--- config.mk ---
export PLATFORM = sky130hd
export DESIGN_NAME = key_expander
export DESIGN_NICKNAME = d
export VERILOG_FILES = /design/src/rtl/key_expander.sv
export SDC_FILE = /design/constraint.sdc
export NUM_CORES = 1
export LEC_CHECK = 0
export BUFFER_PORTS_ARGS = -buffer_cell sky130_fd_sc_hd__buf_2
export CORE_MARGIN = 2
export CORE_UTILIZATION = 45
export DETAILED_ROUTE_END_ITERATION = 6
export GPL_TIMING_DRIVEN = 0
export PLACE_DENSITY_LB_ADDON = 0.08
export SLEW_MARGIN = 30
export SYNTH_ARGS = -nofsm -noshare
export SYNTH_HDL_FRONTEND = slang
export SYNTH_SLANG_ARGS = --single-unit
--- constraint.sdc ---
create_clock -name clock -period 1.6 [get_ports clock]
set_input_delay 0.08 -clock clock [delete_from_list [all_inputs] [get_ports clock]]
set_output_delay 0.08 -clock clock [all_outputs]
set_load 0.02 [all_outputs]
--- src/rtl/key_expander.sv ---
// AES-128 key schedule writer: expands a cipher key into round keys 0..NROUNDS,
// producing one round key per clock and writing each into the round-key memory.
// The S-box is external and shared. This block drives the RotWord'ed word out on
// sub_in and receives the substituted word back on sub_out in the same cycle.
module key_expander #(
    parameter int ADDR_W  = 4,
    parameter int NROUNDS = 10
) (
    input  logic              clock,
    input  logic              reset_n,
    input  logic              start,
    input  logic [127:0]      key_in,
    output logic [31:0]       sub_in,
    input  logic [31:0]       sub_out,
    output logic              wr_en,
    output logic [ADDR_W-1:0] wr_add,
    output logic [127:0]      wr_data,
    output logic              busy,
    output logic              done
);

    typedef enum logic [1:0] {
        IDLE   = 2'd0,
        EXPAND = 2'd1,
        FINISH = 2'd2
    } state_t;

    localparam logic [ADDR_W-1:0] LAST_ADDR = ADDR_W'(NROUNDS);

    state_t            state_reg, state_next;
    logic              wr_en_reg, wr_en_next;
    logic [ADDR_W-1:0] wr_add_reg, wr_add_next;
    logic [127:0]      wr_data_reg, wr_data_next;
    logic              busy_reg, busy_next;
    logic              done_reg, done_next;
    logic [7:0]        rcon_reg, rcon_next;

    // The round-key register doubles as the write-data register: the key being
    // presented to memory is also the "previous" key for the next round.
    logic [31:0]  cur_w [4];
    logic [31:0]  nxt_w [4];
    logic [31:0]  t_word;
    logic [127:0] round_next;
    logic [7:0]   rcon_xtime;

    genvar gi;
    generate
        for (gi = 0; gi < 4; gi++) begin : g_words
            assign cur_w[gi] = wr_data_reg[127-32*gi -: 32];
        end
    endgenerate

    assign sub_in = {cur_w[3][23:0], cur_w[3][31:24]};
    assign t_word = sub_out ^ {rcon_reg, 24'h0};

    // XOR chain: each new word depends on the new word before it.
    assign nxt_w[0] = cur_w[0] ^ t_word;
    generate
        for (gi = 1; gi < 4; gi++) begin : g_chain
            assign nxt_w[gi] = cur_w[gi] ^ nxt_w[gi-1];
        end
    endgenerate

    assign round_next = {nxt_w[0], nxt_w[1], nxt_w[2], nxt_w[3]};
    assign rcon_xtime = {rcon_reg[6:0], 1'b0} ^ (rcon_reg[7] ? 8'h1b : 8'h00);

    // State register.
    always_ff @(posedge clock or negedge reset_n) begin
        if (!reset_n) begin
            state_reg <= IDLE;
        end else begin
            state_reg <= state_next;
        end
    end

    // Next-state and next-output logic; start is only looked at in IDLE.
    always_comb begin
        state_next   = state_reg;
        wr_en_next   = wr_en_reg;
        wr_add_next  = wr_add_reg;
        wr_data_next = wr_data_reg;
        busy_next    = busy_reg;
        done_next    = 1'b0;
        rcon_next    = rcon_reg;
        case (state_reg)
            IDLE: begin
                if (start) begin
                    state_next   = EXPAND;
                    wr_en_next   = 1'b1;
                    wr_add_next  = '0;
                    wr_data_next = key_in;
                    busy_next    = 1'b1;
                    rcon_next    = 8'h01;
                end
            end
            EXPAND: begin
                if (wr_add_reg == LAST_ADDR) begin
                    // Last key has been presented; address and data hold.
                    state_next = FINISH;
                    wr_en_next = 1'b0;
                    busy_next  = 1'b0;
                    done_next  = 1'b1;
                end else begin
                    wr_add_next  = wr_add_reg + ADDR_W'(1);
                    wr_data_next = round_next;
                    rcon_next    = rcon_xtime;
                end
            end
            FINISH: begin
                state_next = IDLE;
            end
            default: begin
                state_next = IDLE;
            end
        endcase
    end

    // Datapath and output registers.
    always_ff @(posedge clock or negedge reset_n) begin
        if (!reset_n) begin
            wr_en_reg   <= 1'b0;
            wr_add_reg  <= '0;
            wr_data_reg <= '0;
            busy_reg    <= 1'b0;
            done_reg    <= 1'b0;
            rcon_reg    <= 8'h01;
        end else begin
            wr_en_reg   <= wr_en_next;
            wr_add_reg  <= wr_add_next;
            wr_data_reg <= wr_data_next;
            busy_reg    <= busy_next;
            done_reg    <= done_next;
            rcon_reg    <= rcon_next;
        end
    end

    assign wr_en   = wr_en_reg;
    assign wr_add  = wr_add_reg;
    assign wr_data = wr_data_reg;
    assign busy    = busy_reg;
    assign done    = done_reg;

endmodule

==> results of run 1 <==
## final cells by class
cell class	instances	area [µm²]	share of cell area [%]
clock buffers	17	425	2.89
inverters	2	12.5	0.0851
flip-flops and latches	144	3610	24.5
diodes	3	7.51	0.0510
multi-input cells	657	5780	39.3
clock inverters	15	209	1.42
well taps	265	332	2.25
repair buffers	481	3410	23.2
plain buffers	98	923	6.28
## through the flow
step	total power [mW]	utilization [%]	TNS [ns]	cell area (µm²)	setup WS (ns)
3_5_place_dp	28.1	56.9	-68.83	11100	-0.716
5_1_grt	41.5	75.3	-34.39	14700	-0.374
2_1_floorplan	21.8	-	-7.45	9100	-0.147
6_report	39.6	75.3	-25.12	14700	-0.313
3_3_place_gp	27.7	56.7	-336.49	11100	-2.18
4_1_cts	36.0	70.9	-23.90	13800	-0.268
## timing repair
action                                  CTS  global route
hold buffers                            101             2
cloned                                    9             5
pin swaps                                46            22
hold endpoints to repair                170             2
buffers inserted                         20            22
resized for setup                       205           166
endpoints found under the setup margin  144           141
## how the worst min path moves through the flow
stage          startpoint     endpoint  slack [ns]  depth (start not counted)
5_1_grt        key_in[18]  wr_data[18]       0.008                          4
3_5_place_dp      reset_n   wr_data[7]        0.09                          1
4_1_cts        key_in[31]  wr_data[31]      0.0002                          4
2_1_floorplan     reset_n         busy       -0.22                          0
6_report       key_in[27]  wr_data[27]      -0.005                          4
3_3_place_gp   key_in[86]  wr_data[86]        0.34                          3
## cells in the final DEF (no fill, tap or decap), drive strengths merged, types with 2 or more instances in the layout
cell           n
bufinv         4
a21oi         41
nand2        112
diode          3
o21ai         92
a311oi        32
xnor3          8
xor3          24
o22ai          8
a211oi        32
mux2          64
dlygate4sd3  103
nor2          85
ha             2
clkbuf        45
o31ai          3
buf          447
a31oi         24
xor2          10
dfrtp        143
clkinvlp       3
a22o           3
clkinv         5
inv            5
o41ai         32
nor3b         25
nand3          2
mux2i          8
xnor2         43
## kinds of logic (layout without fill, tap and decap cells)
family	count (synthesis)	count (layout)	synth area share, %
xor+xnor	85	85	13.6
compound gates	268	268	19.3
buf+inv	106	613	6.82
other cells	0	3	0
mux	72	72	8.90
simple gates	230	230	11.0
flops	144	144	40.1
fa+ha+maj	2	2	0.278
## power groups by stage
stage	Combinational (mW)	Clock, mW	Sequential [mW]
3_3_place_gp	20.1	0	7.60
6_report	27.3	4.41	7.94
5_1_grt	28.8	4.59	8.17
3_5_place_dp	20.4	0	7.68
4_1_cts	23.9	4.41	7.71
2_1_floorplan	12.4	0	9.42
## worst reg2reg max path, stage by stage (launching register included)
cell	delay [ns]
sky130_fd_sc_hd__dfrtp_2	0.41
sky130_fd_sc_hd__inv_2	0.07
sky130_fd_sc_hd__ha_4	0.12
sky130_fd_sc_hd__nand3b_1	0.25
sky130_fd_sc_hd__a21oi_4	0.27
sky130_fd_sc_hd__buf_6	0.16
sky130_fd_sc_hd__inv_6	0.04
sky130_fd_sc_hd__buf_12	0.14
sky130_fd_sc_hd__buf_8	0.14
sky130_fd_sc_hd__a21oi_2	0.13
sky130_fd_sc_hd__a21oi_1	0.06
## per-layer routing
layer  vias up  wire length (µm)  global-route usage (%)  part of all wire, %
met1      4711             14200                    40.2                   40
met5         -                 0                       0                    0
li1       4265                 -                       -                    -
met2       388             18200                    53.5                   51
met3        57              2250                    5.77                  6.3
met4         0              1040                    12.4                  2.9
==> metrics.cfg, run 1 <==
[setup_path]
critical_path_cell_count=10
cp-start-kind=flip-flop
setup_slack_reg_to_reg_ns=-0.31
critical_path.slowest_cell=sky130_fd_sc_hd__dfrtp_2
timing.reg2reg.worst_path_depth=10
critical_path.cell_chain=inv_2 -> ha_4 -> nand3b_1 -> a21oi_4 -> buf_6 -> inv_6 -> buf_12 -> buf_8 -> a21oi_2 -> a21oi_1
crit_buf_inv=5
crit_path_max_fanout=6
worst_setup_path_startpoint=wr_add[0]
timing.critical_path.max_delay_family=buffers and inverters
setup.worst_path.class=reg -> reg
critical_path_max_stage_delay_ns=0.41
end_kind=flip-flop
reg2reg_to=wr_data[123]
crit_required_ns=1.92
worst-endpoint-arrival_ns=2.23
timing.critical_path.to=wr_data[123]
critical_path.reg2reg.startpoint=wr_add[0]

[sta]
worstMarginPinSlew_ns=0.905
max_slew_margin_pct=39.7
final-hold-violation-count=1
rsz0062_at_grt=true
worst_hold_slack_ns=-0.00520
finalMaxSlewViolations=0
final.min_clock_period_ns=1.91
timing.clock.skew_ns=0.0124
max_freq_mhz=523
number_of_setup_violations_in_the_final_report=138
finalCritPeriodShare_pct=120
fin_ws_ns=-0.313

[logic_synthesis]
count_of_flip_flops_with_a_built_in_enable_after_synthesis=0
synthArstFlopShare_pct=100
ys_seq_area_share_pct=40.1
syn_area_per_cell_um2=9.92
netlist_top_cells_count=143 x sky130_fd_sc_hd__dfrtp_1, 112 x sky130_fd_sc_hd__nand2_1, 88 x sky130_fd_sc_hd__o21ai_0
share_of_the_synthesized_area_in_the_top_cell_type_pct=39.8
synth_top_cell_by_area=sky130_fd_sc_hd__dfrtp_1
ys_dominant_reg_cell=sky130_fd_sc_hd__dfrtp_1
postSynthNetCount=1072
number_of_distinct_library_cells_after_synthesis=40
post-synth-top-count-cell=sky130_fd_sc_hd__dfrtp_1
mappedNetlistArea_um2=8990
ys.warnings.count=0
synth_top_cells_by_area=sky130_fd_sc_hd__dfrtp_1 40%, sky130_fd_sc_hd__mux2_2 8.0%, sky130_fd_sc_hd__xor3_1 6.3%, sky130_fd_sc_hd__o21ai_0 4.9%, sky130_fd_sc_hd__nand2_1 4.7%
synthesis.instances=907
number_of_synthesized_register_bits=144

[placed_design]
post-dp-hpwl_um=23400
port-buffer-count=328
post-place-cells=1501
final_replace_weighted_congestion=0.827

[final_layout]
layout-area-overhead-vs-synth_pct=63.6
drive_above_1_share_pct=50.1
flip_flop_count_of_the_largest_register_all_copies_and_words_added=128
post_layout_nets=1566
number_of_filler_instances_in_the_final_layout=1401
final-instance-count-excl-fill=1682

[power]
seq_power_share_pct=20.0
power.combinational.fraction_pct=68.8
p_leak_nw=6.75
cell_internal_pwr_mw=20.9
netSwitchingFraction_pct=47.3
pwr_density_cell_nw_per_um2=2690
clkPwrFrac_pct=11.1
worst_ir_drop_vdd_mv=1.73
p_switching_mw=18.7

[status]
failed_checks=hold timing, setup timing
outcome=finished with violations

[die]
die_h_um=145
die-area_um2=21100
die_width_um=145
io-pin-count=330
initial_utilization_pct=46.1
design.core.area_um2=19500
placement_rows=51

[clock_network]
clock_latency_ns=0.43
clk_transition_reported_paths_ns=0.07
cts_tree=done
clock-root-buffer=sky130_fd_sc_hd__clkbuf_16
numCtsBuffers=17
cts_sinks=144
h-tree-depth=4
clockBufferDepth=2

[global_routing]
first_global_vias=9237
grt_antenna_before_repair=2
grtUsageTotal_pct=31.5
grt_max_degree=74
grt.overflow.total=0
grt_pass1_wl_um=52200

[detailed_routing]
drt.antenna.violating_nets=0
drc_errors=0
drt-initial-drc-count=598
detail_route.wirelength_um=35700
wl_per_cell_um=21.2
count_of_vias_placed_by_the_detailed_router=9421
detail_route.vias_per_cell=5.60
drt_pass1_iterations=5

[hold_path]
worstHoldPathType=in -> reg

[job]
maxCapViolations=0

No activity file was read; power rests on OpenSTA's default activity.
==> run 2, diff against run 1 <==
- CELL_PAD_IN_SITES_DETAIL_PLACEMENT: not set -> 1
- CELL_PAD_IN_SITES_GLOBAL_PLACEMENT: not set -> 1
- CORE_UTILIZATION: 45 -> 34
==> run 2 against run 1 <==
The flow still finishes with violations (hold timing, setup timing). Largest power group unchanged. Critical endpoint is now wr_data[67]. Clock skew fell by 0.0011 ns. Maximum frequency rose by 5.9%. Non-clock buffer count fell by 13. Sequential cell count did not move. Via count fell by 1.3%. Global-route usage fell by 3.8 points. Critical path depth did not move.
==> metrics.cfg, run 2 (same netlist as run 1, synthesis figures left out) <==
[placed_design]
post-place-ws_ns=-0.974
post-dp-hpwl_um=27200
port-buffer-count=328
final_replace_weighted_congestion=0.815

[hold_path]
hold_depth=4
hold_start=key_in[23]
min_delay_worst_endpoint=wr_data[23]
worstHoldPathType=in -> reg

[setup_path]
crit_buf_inv=6
cpMostUsedCell=sky130_fd_sc_hd__buf_12
crit_path_max_fanout=10
reg2reg_to=wr_data[67]
end_kind=flip-flop
cp-start-kind=flip-flop
critical_path.slowest_cell=sky130_fd_sc_hd__dfrtp_2
critical_path.reg2reg.startpoint=wr_add[0]
crit_required_ns=1.95
critical_path.cell_chain=inv_2 -> ha_4 -> nand3b_1 -> buf_6 -> a21oi_4 -> buf_8 -> inv_8 -> buf_12 -> buf_12 -> a31oi_4
critical_path_max_stage_delay_ns=0.41
timing.reg2reg.worst_path_depth=10
worst-endpoint-arrival_ns=2.16
setup_slack_reg_to_reg_ns=-0.21
setup.worst_path.class=reg -> reg
timing.critical_path.max_delay_family=buffers and inverters

[clock_network]
clk_transition_reported_paths_ns=0.07
h-tree-depth=4
numCtsBuffers=17
cts_tree=done
clock-root-buffer=sky130_fd_sc_hd__clkbuf_16
clockBufferDepth=2
clock_latency_ns=0.44
cts_sinks=144

[sta]
fin_ws_ns=-0.207
number_of_setup_violations_in_the_final_report=138
rsz0062_at_grt=true
finalCritPeriodShare_pct=113
max_freq_mhz=553
max_slew_margin_pct=39.2
worstMarginPinSlew_ns=0.911
final.min_clock_period_ns=1.81
timing.clock.skew_ns=0.0113
worst_hold_slack_ns=-0.00675
finalMaxSlewViolations=0
final-hold-violation-count=4

[final_layout]
layout-area-overhead-vs-synth_pct=64.7
mostFrequentLayoutCell=sky130_fd_sc_hd__buf_2
area_of_the_multi_input_gates_um2=6010
final_cell_mix=332 x sky130_fd_sc_hd__buf_2, 141 x sky130_fd_sc_hd__dfrtp_1, 112 x sky130_fd_sc_hd__nand2_1
flip_flop_count_of_the_largest_register_all_copies_and_words_added=128
ff_latch_area_um2=3610
number_of_filler_instances_in_the_final_layout=2907
post_layout_nets=1553
drive_above_1_share_pct=52.4

[global_routing]
first_global_vias=9826
grt.overflow.total=0
grt_pass1_wl_um=59300
grt_max_degree=78
grt_antenna_before_repair=4
grtUsageTotal_pct=27.8

[detailed_routing]
drt-initial-drc-count=409
drc_errors=0
wl_per_cell_um=22.9
drt_pass1_iterations=5
drt.antenna.violating_nets=0
detail_route.wirelength_um=39700
detail_route.vias_per_cell=5.35
count_of_vias_placed_by_the_detailed_router=9301

[power]
worst_ir_drop_vdd_mv=1.22
seq_power_share_pct=19.8
clkPwrFrac_pct=10.3
p_leak_nw=6.72
cell_internal_pwr_mw=20.6
netSwitchingFraction_pct=48.9
power.combinational.fraction_pct=69.9
total_power_draw_mw=40.3
pwr_density_cell_nw_per_um2=2720
p_switching_mw=19.7

[status]
outcome=finished with violations
failed_checks=hold timing, setup timing

[die]
initial_utilization_pct=34.6
die_width_um=167
die-area_um2=27800
placement_rows=59
design.core.area_um2=26000
die_h_um=167
io-pin-count=330

[job]
maxCapViolations=0

run 2: tightest hold or removal path: stages:
cell and delay [ns]:
sky130_fd_sc_hd__buf_2 0.08, sky130_fd_sc_hd__mux2_2 0.14, sky130_fd_sc_hd__o21ai_2 0.05, sky130_fd_sc_hd__o41ai_2 0.04
run 2: per-layer routing:
metal | track usage, % | wire, µm | vias to the layer above
li1 | - | - | 4245
met1 | 34.8 | 16300 | 4712
met2 | 48.6 | 20400 | 297
met3 | 5.28 | 2080 | 45
met4 | 8.58 | 943 | 2
met5 | 0 | 13 | -
run 2: power by group through the flow:
stage | registers [mW] | logic (mW) | clock network (mW)
6_report | 7.99 | 28.2 | 4.13
5_1_grt | 8.26 | 29.9 | 4.34
4_1_cts | 7.85 | 25.3 | 4.17
3_5_place_dp | 7.78 | 21.0 | 0
3_3_place_gp | 7.71 | 20.6 | 0
2_1_floorplan | 9.42 | 12.4 | 0
run 2: area by class of cell:
type | count | share of cell area, %
Antenna cell | 3 | 0.0507
Buffer | 99 | 6.49
Clock buffer | 17 | 2.87
Clock inverter | 15 | 1.09
Inverter | 2 | 0.101
Multi-Input combinational cell | 657 | 40.6
Sequential cell | 144 | 24.4
Tap cell | 335 | 2.83
Timing Repair Buffer | 467 | 21.6
run 2: worst max path at each step:
stage,startpoint,end,slack (ns),cells past startpoint
3_5_place_dp,wr_add[0],wr_data[28],-0.97,8
3_3_place_gp,reset_n,wr_add[1],-2.36,1
4_1_cts,wr_add[0],wr_data[123],-0.23,10
5_1_grt,wr_add[0],wr_data[86],-0.29,10
6_report,wr_add[0],wr_data[67],-0.21,10
2_1_floorplan,wr_add[0],wr_data[85],-0.15,10
run 2: metrics by stage:
stage	cells	cell area, µm²	TNS (ns)	util (%)	hold slack (ns)
after global placement	1570	11200	-372.57	43.0	0.336
final	1739	14800	-16.72	57.0	-0.00675
after floorplan	907	9100	-7.45	-	-0.216
after detailed placement	1571	11200	-83.11	43.1	0.0886
after global routing	1738	14800	-26.87	57.0	0.000865
after CTS	1728	14000	-21.41	53.9	0.00139
run 2: what timing repair did:
action	CTS	global route
pin swaps	42	34
hold buffers	100	0
buffers inserted	19	11
hold endpoints to repair	165	0
setup endpoints to repair	144	142
gates resized for setup	212	186
gates cloned	8	4
